### src/rtl/jk_drv_pkg.sv
// Shared types and per-bit J/K encoders for the JK drive sequencer.
// Contents:
//   jk_drv_state_t        sequencer FSM state encoding
//   jk_enc_direct(t)      {j, k} that forces Q to t regardless of current Q
//   jk_enc_toggle(q, t)   {j, k} that toggles Q only where it differs from t
package jk_drv_pkg;

  typedef enum logic [2:0] {
    IDLE,
    LOAD,
    DRIVE,
    CHECK,
    DONE
  } jk_drv_state_t;

  // Set when t=1, reset when t=0: never j=k=1.
  function automatic logic [1:0] jk_enc_direct(input logic t);
    return {t, ~t};
  endfunction

  // Hold (00) where Q already equals t, toggle (11) where it must flip.
  function automatic logic [1:0] jk_enc_toggle(input logic q, input logic t);
    return {q ^ t, q ^ t};
  endfunction

endpackage

### src/rtl/jk_drive_sequencer_if.sv
// Bundle of control, target-stream and flop-bank signals around the sequencer.
// Signals:
//   start                        run request
//   tgt_valid/tgt_data/tgt_last  target stream into the sequencer
//   tgt_ready                    sequencer accepts a target
//   q                            Q outputs of the driven flop bank
//   j/k                          registered J/K drive
//   busy/done/mismatch           run status
//   err_count                    saturating mismatch count for the current run
// Modports:
//   master  the sequencer itself
//   slave   the environment (target source, flop bank, status consumer)
interface jk_drive_sequencer_if #(
  parameter int WIDTH = 4,
  parameter int ERR_W = 8
);
  logic             start;
  logic             tgt_valid;
  logic [WIDTH-1:0] tgt_data;
  logic             tgt_last;
  logic             tgt_ready;
  logic [WIDTH-1:0] q;
  logic [WIDTH-1:0] j;
  logic [WIDTH-1:0] k;
  logic             busy;
  logic             done;
  logic             mismatch;
  logic [ERR_W-1:0] err_count;

  modport master (
    input  start, tgt_valid, tgt_data, tgt_last, q,
    output tgt_ready, j, k, busy, done, mismatch, err_count
  );

  modport slave (
    output start, tgt_valid, tgt_data, tgt_last, q,
    input  tgt_ready, j, k, busy, done, mismatch, err_count
  );
endinterface

### src/rtl/jk_drive_sequencer.sv
// Self-checking stimulus engine for a bank of WIDTH JK flip-flops.
// Each accepted target is encoded into J/K for one cycle, Q is compared
// against the target in the following cycle, and mismatches are counted.
// Ports:
//   clk  in   clock, all state updates on the rising edge
//   rst  in   synchronous active-high reset
//   bus  master modport of jk_drive_sequencer_if (see interface header)
// Parameters:
//   WIDTH       number of flops driven
//   ERR_W       width of the saturating mismatch counter
//   DRIVE_MODE  0 = direct encoding, 1 = toggle encoding after the first target
module jk_drive_sequencer
  import jk_drv_pkg::*;
#(
  parameter int WIDTH      = 4,
  parameter int ERR_W      = 8,
  parameter int DRIVE_MODE = 0
) (
  input logic            clk,
  input logic            rst,
  jk_drive_sequencer_if.master bus
);

  jk_drv_state_t    state_reg, state_next;
  logic [WIDTH-1:0] tgt_reg;
  logic             last_reg;
  logic             first_reg;
  logic [ERR_W-1:0] err_reg;
  logic [WIDTH-1:0] j_reg, k_reg;
  logic             mismatch_reg;

  logic             accept;
  logic             q_bad;
  logic [WIDTH-1:0] enc_j, enc_k;

  // Encoding is computed from the incoming target and the live Q at the
  // accept edge, then registered so J/K are stable for the whole DRIVE cycle.
  // The first target of a run is always direct because Q may be unknown.
  for (genvar gi = 0; gi < WIDTH; gi++) begin : g_enc
    logic [1:0] jk_bit;
    always_comb begin
      jk_bit = jk_enc_direct(bus.tgt_data[gi]);
      if (DRIVE_MODE != 0 && !first_reg) begin
        jk_bit = jk_enc_toggle(bus.q[gi], bus.tgt_data[gi]);
      end
    end
    assign enc_j[gi] = jk_bit[1];
    assign enc_k[gi] = jk_bit[0];
  end

  assign q_bad = (bus.q != tgt_reg);

  always_comb begin
    state_next = state_reg;
    accept     = 1'b0;
    case (state_reg)
      IDLE:  if (bus.start) state_next = LOAD;
      LOAD: begin
        if (bus.tgt_valid) begin
          accept     = 1'b1;
          state_next = DRIVE;
        end
      end
      DRIVE: state_next = CHECK;
      CHECK: state_next = last_reg ? DONE : LOAD;
      DONE:  state_next = IDLE;
      default: state_next = IDLE;
    endcase
  end

  always_ff @(posedge clk) begin
    if (rst) begin
      state_reg    <= IDLE;
      tgt_reg      <= '0;
      last_reg     <= 1'b0;
      first_reg    <= 1'b0;
      err_reg      <= '0;
      j_reg        <= '0;
      k_reg        <= '0;
      mismatch_reg <= 1'b0;
    end else begin
      state_reg    <= state_next;
      // J/K are non-zero only during DRIVE, i.e. the cycle after an accept.
      j_reg        <= accept ? enc_j : '0;
      k_reg        <= accept ? enc_k : '0;
      mismatch_reg <= (state_reg == CHECK) && q_bad;

      if (accept) begin
        tgt_reg   <= bus.tgt_data;
        last_reg  <= bus.tgt_last;
        first_reg <= 1'b0;
      end

      if (state_reg == IDLE && bus.start) begin
        err_reg   <= '0;
        first_reg <= 1'b1;
      end else if (state_reg == CHECK && q_bad && err_reg != {ERR_W{1'b1}}) begin
        err_reg <= err_reg + 1'b1;
      end
    end
  end

  assign bus.tgt_ready = (state_reg == LOAD);
  assign bus.busy      = (state_reg != IDLE);
  assign bus.done      = (state_reg == DONE);
  assign bus.mismatch  = mismatch_reg;
  assign bus.err_count = err_reg;
  assign bus.j         = j_reg;
  assign bus.k         = k_reg;

endmodule

### src/flat_wrapper.sv
// flat-port wrapper written by rule: the top's interface ports become plain ports
module jk_drive_sequencer_flat import jk_drv_pkg::*;
#(
  parameter int WIDTH      = 4,
  parameter int ERR_W      = 8,
  parameter int DRIVE_MODE = 0
)
  (clk, rst, bus_start, bus_tgt_valid, bus_tgt_data, bus_tgt_last, bus_q, bus_tgt_ready, bus_j, bus_k, bus_busy, bus_done, bus_mismatch, bus_err_count);
  jk_drive_sequencer_if #(.WIDTH(WIDTH), .ERR_W(ERR_W)) bus_i ();
  input logic clk;
  input logic rst;
  input wire logic [$bits(bus_i.start)-1:0] bus_start;
  input wire logic [$bits(bus_i.tgt_valid)-1:0] bus_tgt_valid;
  input wire logic [$bits(bus_i.tgt_data)-1:0] bus_tgt_data;
  input wire logic [$bits(bus_i.tgt_last)-1:0] bus_tgt_last;
  input wire logic [$bits(bus_i.q)-1:0] bus_q;
  output wire logic [$bits(bus_i.tgt_ready)-1:0] bus_tgt_ready;
  output wire logic [$bits(bus_i.j)-1:0] bus_j;
  output wire logic [$bits(bus_i.k)-1:0] bus_k;
  output wire logic [$bits(bus_i.busy)-1:0] bus_busy;
  output wire logic [$bits(bus_i.done)-1:0] bus_done;
  output wire logic [$bits(bus_i.mismatch)-1:0] bus_mismatch;
  output wire logic [$bits(bus_i.err_count)-1:0] bus_err_count;
  assign bus_i.start = bus_start;
  assign bus_i.tgt_valid = bus_tgt_valid;
  assign bus_i.tgt_data = bus_tgt_data;
  assign bus_i.tgt_last = bus_tgt_last;
  assign bus_i.q = bus_q;
  assign bus_tgt_ready = bus_i.tgt_ready;
  assign bus_j = bus_i.j;
  assign bus_k = bus_i.k;
  assign bus_busy = bus_i.busy;
  assign bus_done = bus_i.done;
  assign bus_mismatch = bus_i.mismatch;
  assign bus_err_count = bus_i.err_count;
  jk_drive_sequencer #(.WIDTH(WIDTH), .ERR_W(ERR_W), .DRIVE_MODE(DRIVE_MODE)) u_core (.clk(clk), .rst(rst), .bus(bus_i));
endmodule
### config.mk
export PLATFORM = sky130hd
export DESIGN_NAME = jk_drive_sequencer_flat
export DESIGN_NICKNAME = d
export VERILOG_FILES = /design/src/rtl/jk_drv_pkg.sv /design/src/rtl/jk_drive_sequencer_if.sv /design/src/rtl/jk_drive_sequencer.sv /design/src/flat_wrapper.sv
export SDC_FILE = /design/constraint.sdc
export NUM_CORES = 1
export LEC_CHECK = 0
export BUFFER_PORTS_ARGS = -buffer_cell sky130_fd_sc_hd__buf_2
export CORE_MARGIN = 2
export CORE_UTILIZATION = 40
export CTS_CLUSTER_DIAMETER = 80
export DETAILED_ROUTE_END_ITERATION = 6
export MAX_ROUTING_LAYER = met4
export PLACE_DENSITY = 0.65
export SYNTH_ARGS = -nofsm -noshare
export SYNTH_HDL_FRONTEND = slang
export SYNTH_SLANG_ARGS = --single-unit
export TNS_END_PERCENT = 30
### constraint.sdc
create_clock -name clk -period 1.7 [get_ports clk]
set_input_delay 0.34 -clock clk [delete_from_list [all_inputs] [get_ports clk]]
set_output_delay 0.34 -clock clk [all_outputs]
set_load 0.05 [all_outputs]
==> flow_metrics.tcl <==
set metrics [dict create \
    outcome "finished, final reports clean" \
    worst_setup_path_end_kind "primary output" \
    hold_class "input pin to flip-flop" \
    ant_nets 0 \
    diodes 0 \
    grt_busiest_layer "met2" \
    place_hpwl_um 1720 \
    die_y_um 55.4 \
    fmax_mhz 592 \
    cp_slowest_cell "or3_1" \
    numCtsBuffers 3 \
    grt_pass1_vias 899 \
    netlist_area_um2 1050 \
    area_growth_pct 25.1 \
    overflow 0 \
    io_pins 33 \
    clock_sinks 25 \
    cts_max_level 1 \
    port_buffers 32 \
    worstPathMaxFanout 7 \
    worstMarginPinSlew_ns 0.524 \
    synth_cell_types 34 \
    crit_family "simple AND/OR/NAND/NOR gates" \
    path_cells "buf_4, or3_1, buf_6" \
    die_w_um 55.4 \
    rsz0062_at_grt "yes" \
    final_common_cell "buf_2" \
    yosys_warnings 0 \
    dr_total_vias 954 \
    grt_max_degree 15 \
    fin_nets 161 \
    pwr-share-comb_pct 15.7 \
    power_uw 1040 \
    track_usage_pct 15.7 \
    finClkSkew_ns 0.00674 \
    root_buffer "clkbuf_4" \
    r2r-start "u_core.state_reg[0]" \
    mostFrequentLayoutCells "buf_2, dfxtp_1, nor2_1, buf_4" \
    critPathLaunch "u_core.state_reg[2]" \
    critPathRequiredTime_ns 1.36 \
    placed_cells 171 \
    cts_tree "built" \
    insertion_delay_ns 0.32 \
    wl_per_cell_um 13.2 \
    row_count 18 \
    coreArea_um2 2480 \
    cap_violations 0 \
    worst-path-buf-inv 2 \
    switching_share_pct 27.5 \
    p_per_area_nw_per_um2 789 \
    layout-drive-gt1-share_pct 32.9 \
    p_clk_share_pct 25.7 \
    path_clk_slew_ns 0.14 \
    p_int_uw 754 \
    criticalPathCategory "flip-flop to primary output" \
    critPathArrivalTime_ns 1.35 \
    synth_nets 123 \
    vias_per_cell 5.42 \
    yosys_register_bits 25 \
    hold_viol 0 \
    p_switching_uw 287 \
    max_stage_delay_ns 0.38 \
    grt_first_pass_wirelength_um 3740 \
    drc_errors 0 \
    final_cells 176 \
    layout_worst_path_cycle_share_pct 99.4 \
    hold_path_startpoint "bus_tgt_data[1]" \
    crit_path_start_kind "flip-flop" \
    drt-initial-drc-count 16 \
    cts_hold_buffers 0 \
    place.gp.congestion 0.795 \
    seq_power_share_pct 58.6 \
    slew_viol_final 0 \
    first_pass_iters 4 \
    initial_core_util_pct 42.6 \
    syn_inst 109 \
    slew_headroom_pct 64.9 \
    die-area_um2 3060 \
    period_minus_slack_ns 1.69 \
    syn_area_per_cell_um2 9.68 \
    met1_usage_pct 17.8 \
    ys_seq_area_share_pct 47.4 \
    antenna_found_initial 0 \
    final_core_util_pct 53.3 \
    total_leakage_power_uw 0.000585 \
    cts_max_path_buffers 2 \
    wl_um 2320 \
    grtUsageMet2_pct 26.0 \
    vdd_drop_max_mv 0.509 \
    use_met3_pct 3.98 \
    setup_viol 0 \
    largest_reg_flops 8 \
]
-- power groups by stage --
| stage | clock network [uW] | registers, uW | logic (uW) |
|---|---|---|---|
| after floorplan | 0 | 639 | 94.1 |
| after global placement | 0 | 623 | 150 |
| after detailed placement | 0 | 624 | 152 |
| after CTS | 275 | 610 | 162 |
| after global routing | 299 | 612 | 177 |
| final | 268 | 610 | 163 |
-- logic make-up after synthesis --
logic type / share of synthesized area (%)
buffers and inverters: 3.80
flip-flops: 47.4
adder cells (fa/ha/maj): 1.19
XOR/XNOR: 3.32
multiplexers: 5.69
AO/OA/AOI/OAI: 12.8
AND/OR/NAND/NOR: 25.7
-- layout make-up --
type,count,area (um^2)
Tap cell,30,37.5
Clock buffer,3,22.5
Sequential cell,25,502
Inverter,2,7.51
Clock inverter,1,5.00
Multi-Input combinational cell,76,522
Timing Repair Buffer,39,224
Fill cell,247,1160
-- metal layers --
metal  part of all wire [%]  wire (um)
met5                      0          0
met3                    7.1        165
met2                     48       1110
met4                    2.4         55
met1                     43        995
-- metrics by stage --
stage          setup slack [ns]  area, um^2  hold WS [ns]  setup TNS [ns]
3_3_place_gp             0.0264        1260         0.494               0
5_1_grt                 -0.0434        1320         0.169         -0.0802
6_report                 0.0106        1320         0.182               0
2_1_floorplan            -0.243        1050         0.412          -0.665
4_1_cts                 0.00888        1310         0.171               0
3_5_place_dp            -0.0374        1260         0.506         -0.0374
-- synthesized netlist by cell type, drive strengths merged --
library cell   n  share of area, %
a2111oi        1              0.83
a21o           1              0.71
a21oi          6               2.8
a41o           1              0.95
a41oi          1              0.83
and2           5               3.0
and3b          1              0.83
buf            4               2.4
clkbuf         2              0.71
dfxtp         25                47
ha             1               1.2
inv            2              0.71
mux2i          6               5.7
nand2          2              0.71
nand2b         1              0.59
nand3          3               1.4
nand3b         1               1.9
nand4          2               1.2
nand4b         1              0.83
nor2          14               5.0
nor2b          2               1.2
nor3           2              0.95
nor3b          3               2.1
nor4b          1              0.83
o211a          1              0.95
o21ai          2              0.95
o311ai         1              0.83
o31ai          2               1.4
o41ai          3               2.5
or2            2               1.2
or3            2               1.2
or4            4               2.8
xnor2          4               3.3
-- worst paths after layout --
check | to | cells past startpoint | slack, ns
worst min register to register | u_core.state_reg[2] | 1 | 0.53
worst min-delay path | u_core.bus.k[1] | 2 | 0.18
worst max register to register | u_core.bus.err_count[5] | 6 | 0.07
worst max-delay path | bus_busy | 3 | 0.01
-- timing repair --
item / in CTS / in global routing
endpoints found under the setup margin: 2 / 4
resized for setup: 3 / 3
setup buffers: 1 / 0
No activity file was read; power rests on OpenSTA's default activity.
